<file path="config.mk">
export PLATFORM = sky130hd
export DESIGN_NAME = terrain_line_gen
export DESIGN_NICKNAME = d
export VERILOG_FILES = /design/src/rtl/terrain_pkg.sv /design/src/rtl/lfsr16.sv /design/src/rtl/terrain_line_gen.sv
export SDC_FILE = /design/constraint.sdc
export NUM_CORES = 1
export LEC_CHECK = 0
export ABC_AREA = 1
export CORE_AREA = 2 2 261 263
export DETAILED_ROUTE_END_ITERATION = 16
export DIE_AREA = 0 0 263 265
export SLEW_MARGIN = 15
export SYNTH_ARGS = -nofsm -noshare
export SYNTH_HDL_FRONTEND = slang
export SYNTH_HIERARCHICAL = 1
export SYNTH_SLANG_ARGS = --single-unit
</file>
<file path="constraint.sdc">
create_clock -name clk_i -period 4.58 [get_ports clk_i]
set_input_delay 1.374 -clock clk_i [delete_from_list [all_inputs] [get_ports clk_i]]
set_output_delay 1.374 -clock clk_i [all_outputs]
set_load 0.01 [all_outputs]
</file>
<file path="src/rtl/terrain_pkg.sv">
// rtl/terrain_pkg.sv - shared state encoding and LFSR constants for the terrain generator
package terrain_pkg;

  typedef enum logic {
    ST_FLOOR = 1'b0,
    ST_GAP   = 1'b1
  } seg_state_e;

  localparam logic [15:0] LFSR_MASK      = 16'hB400;
  localparam logic [15:0] ZERO_SEED_REPL = 16'h0001;

  // An all-zero state would lock the LFSR, so it is never allowed in.
  function automatic logic [15:0] guard_seed(input logic [15:0] s);
    return (s == 16'h0000) ? ZERO_SEED_REPL : s;
  endfunction

  function automatic logic [15:0] lfsr_next(input logic [15:0] s);
    return {1'b0, s[15:1]} ^ (s[0] ? LFSR_MASK : 16'h0000);
  endfunction

endpackage

</file>
<file path="src/rtl/lfsr16.sv">
// rtl/lfsr16.sv - 16-bit Galois LFSR with step and seed load (load wins)
import terrain_pkg::*;

module lfsr16 #(
  parameter logic [15:0] SEED = 16'hACE1
) (
  input  logic        clk_i,
  input  logic        reset_i,
  input  logic        step_i,
  input  logic        load_i,
  input  logic [15:0] load_val_i,
  output logic [15:0] state_o
);

  logic [15:0] state_d, state_q;

  always_comb begin
    state_d = state_q;
    if (load_i) begin
      state_d = guard_seed(load_val_i);
    end else if (step_i) begin
      state_d = lfsr_next(state_q);
    end
  end

  always_ff @(posedge clk_i) begin
    if (reset_i) begin
      state_q <= guard_seed(SEED);
    end else begin
      state_q <= state_d;
    end
  end

  assign state_o = state_q;

endmodule

</file>
<file path="src/rtl/terrain_line_gen.sv">
// rtl/terrain_line_gen.sv - scrolling floor/gap line with segment FSM driven by an LFSR
import terrain_pkg::*;

module terrain_line_gen #(
  parameter int          WIDTH   = 640,
  parameter int          SEG_LEN = 80,
  parameter int          MIN_RUN = 2,
  parameter int          MAX_GAP = 2,
  parameter logic [15:0] SEED    = 16'hACE1
) (
  input  logic             clk_i,
  input  logic             reset_i,
  input  logic             en_i,
  input  logic [7:0]       density_i,
  input  logic             seed_load_i,
  input  logic [15:0]      seed_i,
  output logic [WIDTH-1:0] line_o,
  output logic             seg_done_o,
  output logic             gap_o
);

  localparam int PIX_W = $clog2(SEG_LEN);
  localparam int RUN_W = $clog2(MIN_RUN + 1);
  localparam int GAP_W = $clog2(MAX_GAP + 1);

  logic [WIDTH-1:0] line_d, line_q;
  logic [PIX_W-1:0] pix_cnt_d, pix_cnt_q;
  logic [RUN_W-1:0] run_cnt_d, run_cnt_q;
  logic [GAP_W-1:0] gap_cnt_d, gap_cnt_q;
  logic             seg_done_d, seg_done_q;
  seg_state_e       state_d, state_q;

  logic [15:0] lfsr_state;
  logic [7:0]  rand_byte;
  logic        pix_last;
  logic        draw_gap;
  logic [RUN_W:0] run_inc;

  lfsr16 #(.SEED(SEED)) u_lfsr (
    .clk_i      (clk_i),
    .reset_i    (reset_i),
    .step_i     (en_i),
    .load_i     (seed_load_i),
    .load_val_i (seed_i),
    .state_o    (lfsr_state)
  );

  assign rand_byte = lfsr_state[7:0];
  assign pix_last  = (pix_cnt_q == PIX_W'(SEG_LEN - 1));
  assign draw_gap  = (rand_byte < density_i);
  assign run_inc   = {1'b0, run_cnt_q} + (RUN_W + 1)'(1);

  always_comb begin
    line_d     = line_q;
    pix_cnt_d  = pix_cnt_q;
    run_cnt_d  = run_cnt_q;
    gap_cnt_d  = gap_cnt_q;
    state_d    = state_q;
    seg_done_d = 1'b0;
    if (en_i) begin
      // The boundary shift still carries the old segment's last pixel.
      line_d     = {state_q == ST_FLOOR, line_q[WIDTH-1:1]};
      pix_cnt_d  = pix_last ? '0 : pix_cnt_q + PIX_W'(1);
      seg_done_d = pix_last;
      if (pix_last) begin
        case (state_q)
          ST_FLOOR: begin
            run_cnt_d = (run_inc > (RUN_W + 1)'(MIN_RUN)) ? RUN_W'(MIN_RUN)
                                                          : run_inc[RUN_W-1:0];
            if (run_inc >= (RUN_W + 1)'(MIN_RUN) && draw_gap) begin
              state_d   = ST_GAP;
              gap_cnt_d = GAP_W'(1);
              run_cnt_d = '0;
            end
          end
          default: begin
            if (gap_cnt_q < GAP_W'(MAX_GAP) && draw_gap) begin
              gap_cnt_d = gap_cnt_q + GAP_W'(1);
            end else begin
              state_d   = ST_FLOOR;
              run_cnt_d = '0;
            end
          end
        endcase
      end
    end
  end

  always_ff @(posedge clk_i) begin
    if (reset_i) begin
      line_q     <= '1;
      pix_cnt_q  <= '0;
      run_cnt_q  <= '0;
      gap_cnt_q  <= '0;
      state_q    <= ST_FLOOR;
      seg_done_q <= 1'b0;
    end else begin
      line_q     <= line_d;
      pix_cnt_q  <= pix_cnt_d;
      run_cnt_q  <= run_cnt_d;
      gap_cnt_q  <= gap_cnt_d;
      state_q    <= state_d;
      seg_done_q <= seg_done_d;
    end
  end

  assign line_o     = line_q;
  assign seg_done_o = seg_done_q;
  assign gap_o      = (state_q == ST_GAP);

endmodule
</file>
==> flow_summary.toml <==
[critical_path]
path_class = "register to output pin"
ff2ff_path_depth = 7
crit_required_ns = 3.21
worstPathCellList = "clkdlybuf4s50_1"
rrSetupSlack_ns = 3.10
worstPathMaxFanout = 3
r2r_start = "u_lfsr/state_o[3]$_SDFFE_PP0P_"
path_buf_inv = 1
crit_family = "buffers and inverters"
crit_path_end_kind = "output pin"
cpPeakStageDelay_ns = 0.73
worstPathArrival_ns = 1.74
crit_slowest_cell = "clkdlybuf4s50_1"
crit_path_start_kind = "register"
rr_endpoint = "run_cnt_q[0]$_SDFFE_PP0P_"

[global_route]
met2_usage_pct = 33.9
grt_max_degree = 182
grt_usage_pct = 21.0
use_met1_pct = 26.1
grt_busiest_layer = "met2"
grt-ovfl-total = 0
grt_pass1_vias = 19415
grt_pass1_wl_um = 117000
antenna_found_initial = 0
grt_util_met3_pct = 6.52

[synthesis]
ys.flop_type = "dfxtp_1"
synth_compound_area_share_pct = 1.03
async_reset_ff_share_pct = 0
synth_simple_gate_area_share_pct = 36.1
ys_ff_latch = 669
synth_area_per_cell_um2 = 7.82
synth-edff-count = 0
synthAdderAreaFrac_pct = 0.426
synth-xor-area-share_pct = 0.112
synth_cell_types = 28
syn_nets = 3037
synth_top_family_by_area = "simple AND/OR/NAND/NOR gates"
syn_area_um2 = 23500
ys_seq_area_share_pct = 57.1
synthMuxAreaShare_pct = 0
yosysWarningCount = 6
netlist_instances = 3001

[place]
dpl_cell_area_um2 = 30600
dp_hpwl_um = 51300
gp_congestion = 0.818
preCtsSetupSlack_ns = 1.36
dp_cells = 4354
port_buffers = 669

[sta]
slew_violations = 0
holdWs_ns = 0.461
setup_slack_ns = 1.47
fin_setup_tns_ns = 0
setup_viol = 0
max_freq_ghz = 0.322
worstMarginPinSlew_ns = 0.942
rsz0062_at_grt = "no"
slew_headroom_pct = 37.2
fin_crit_sh_pct = 67.9
fin_crit_ns = 3.11
hold_viol = 0
clock_skew_ns = 0.0188

[pwr]
switching_power_mw = 3.72
p_total_mw = 14.3
p_sw_share_pct = 26.0
p_int_mw = 10.6
clkPwrFrac_pct = 41.1
p_per_area_nw_per_um2 = 434
vdd_drop_max_mv = 0.285
pwr-share-comb_pct = 13.3
pwr-share-seq_pct = 45.6
p_leak_nw = 15.5

[die]
initial_core_util_pct = 35.1
die_h_um = 265
die_w_um = 263
core_area_um2 = 66800
num_rows = 95
boundaryPins = 670
die_area_um2 = 69700

[final_layout]
diodes = 0
fillers = 6511
layout-drive-gt1-share_pct = 4.35
layoutNonFillerInstCount = 4481
fin_nets = 3593
post-route-cell-area_um2 = 32900
syn_to_final_growth_pct = 40.4
final_util_pct = 49.3

[clock_network]
path_clk_slew_ns = 0.06
cts_made_buffers = 74
clock_latency_ns = 0.60
tritoncts = "done"
holdBufCountCts = 0
postCtsSetupBuffers = 0
cts_root_buf = "clkbuf_16"
clk_path_buf_depth = 3
cts_max_level = 3
cts_sinks = 669
cts_resized = 0

[hold_path]
holdPathEnd = "pix_cnt_q[6]$_SDFFE_PP0P_"
min_path_cells = 2
holdCritStartpoint = "pix_cnt_q[6]$_SDFFE_PP0P_"
hp-class = "register to register"

[route]
via_per_inst = 4.71
first_pass_iters = 5
detail-route-antenna-nets = 0
drc = 0
vias = 21089
routed_wl_um = 76400
wl_per_cell_um = 17.1
initialDrtViolationCount = 1917

[run_status]
status = "complete, no violations"

[run]
drv_cap = 0
==> state kept, by name (all words and copies together), names as in the netlist <==
name,count
pix_cnt_q,7
line_o,640
u_lfsr/state_o,16
seg_done_o,1
gap_cnt_q,2
run_cnt_q,2
gap_o,1
==> worst max-delay path by stage <==
stage | startpoint | to | cells after the start
floorplan | density_i[7] | run_cnt_q[0]$_SDFFE_PP0P_ | 7
global placement | en_i | line_o[474]$_SDFFE_PP1P_ | 5
detailed placement | en_i | line_o[409]$_SDFFE_PP1P_ | 5
CTS | line_o[570]$_SDFFE_PP1P_ | line_o[570] | 1
global route | line_o[570]$_SDFFE_PP1P_ | line_o[570] | 1
finish | line_o[570]$_SDFFE_PP1P_ | line_o[570] | 1
==> routing by layer <==
metal	vias to the layer above	wire length, um	part of all wire, %
met5	-	0	0
met4	0	2560	3.4
met3	113	5670	7.4
met2	561	35700	47
met1	9699	32500	42
li1	10716	-	-
==> power groups by stage <==
stage | logic [mW] | clock network, mW | registers [mW]
floorplan | 0.753 | 0 | 6.74
detailed placement | 1.91 | 0 | 6.64
global placement | 1.90 | 0 | 6.64
finish | 1.90 | 5.88 | 6.52
CTS | 1.92 | 6.03 | 6.52
global route | 2.08 | 6.28 | 6.57
==> area by class of cell <==
class                   count  area (um^2)  share of cell area [%]
clock buffers             106         2130                    6.48
clock inverters            21          253                   0.767
inverters                  31          134                   0.406
multi-input cells        2081         8850                    26.8
flip-flops and latches    669        13400                    40.6
well taps                 873         1090                    3.32
repair buffers            700         7100                    21.5
==> placed cells by master (no fill, tap or decap), types with 3 or more instances in the layout <==
cell type / n
clkdlybuf4s50_1: 668
xor2_1: 3
nand2_2: 3
a31oi_1: 3
inv_6: 3
a21oi_1: 22
o21ai_1: 3
nand2_1: 1326
buf_12: 13
nor2_1: 30
clkbuf_8: 12
clkinv_2: 10
bufinv_16: 4
inv_2: 4
ha_1: 8
clkbuf_1: 18
inv_1: 24
nand3_1: 654
nor3_1: 6
clkinv_8: 3
o21ai_0: 12
dfxtp_1: 669
clkbuf_16: 76
buf_4: 18
==> kinds of logic (layout without fill, tap and decap cells) <==
| logic type | count (synthesis) | count (layout) |
|---|---|---|
| AO/OA/AOI/OAI | 44 | 44 |
| flip-flops | 669 | 669 |
| AND/OR/NAND/NOR | 2026 | 2026 |
| buffers and inverters | 251 | 858 |
| adder cells (fa/ha/maj) | 8 | 8 |
| XOR/XNOR | 3 | 3 |
==> cell usage after synthesis, types with 3 or more instances <==
| library cell | number | area [um^2] |
|---|---|---|
| buf_2 | 160 | 801 |
| a31oi_1 | 3 | 18.8 |
| nand3_1 | 654 | 3270 |
| nor3_1 | 6 | 30.0 |
| clkbuf_1 | 35 | 131 |
| inv_2 | 6 | 22.5 |
| nand2_2 | 3 | 18.8 |
| ha_1 | 8 | 100 |
| o21ai_0 | 12 | 60.1 |
| inv_1 | 24 | 90.1 |
| o21ai_1 | 3 | 15.0 |
| a21oi_1 | 22 | 110 |
| nand2_1 | 1326 | 4980 |
| dfxtp_1 | 669 | 13400 |
| xor2_1 | 3 | 26.3 |
| buf_4 | 20 | 150 |
| buf_1 | 3 | 11.3 |
| nor2_1 | 30 | 113 |
Power figures use the tool's default switching activity.
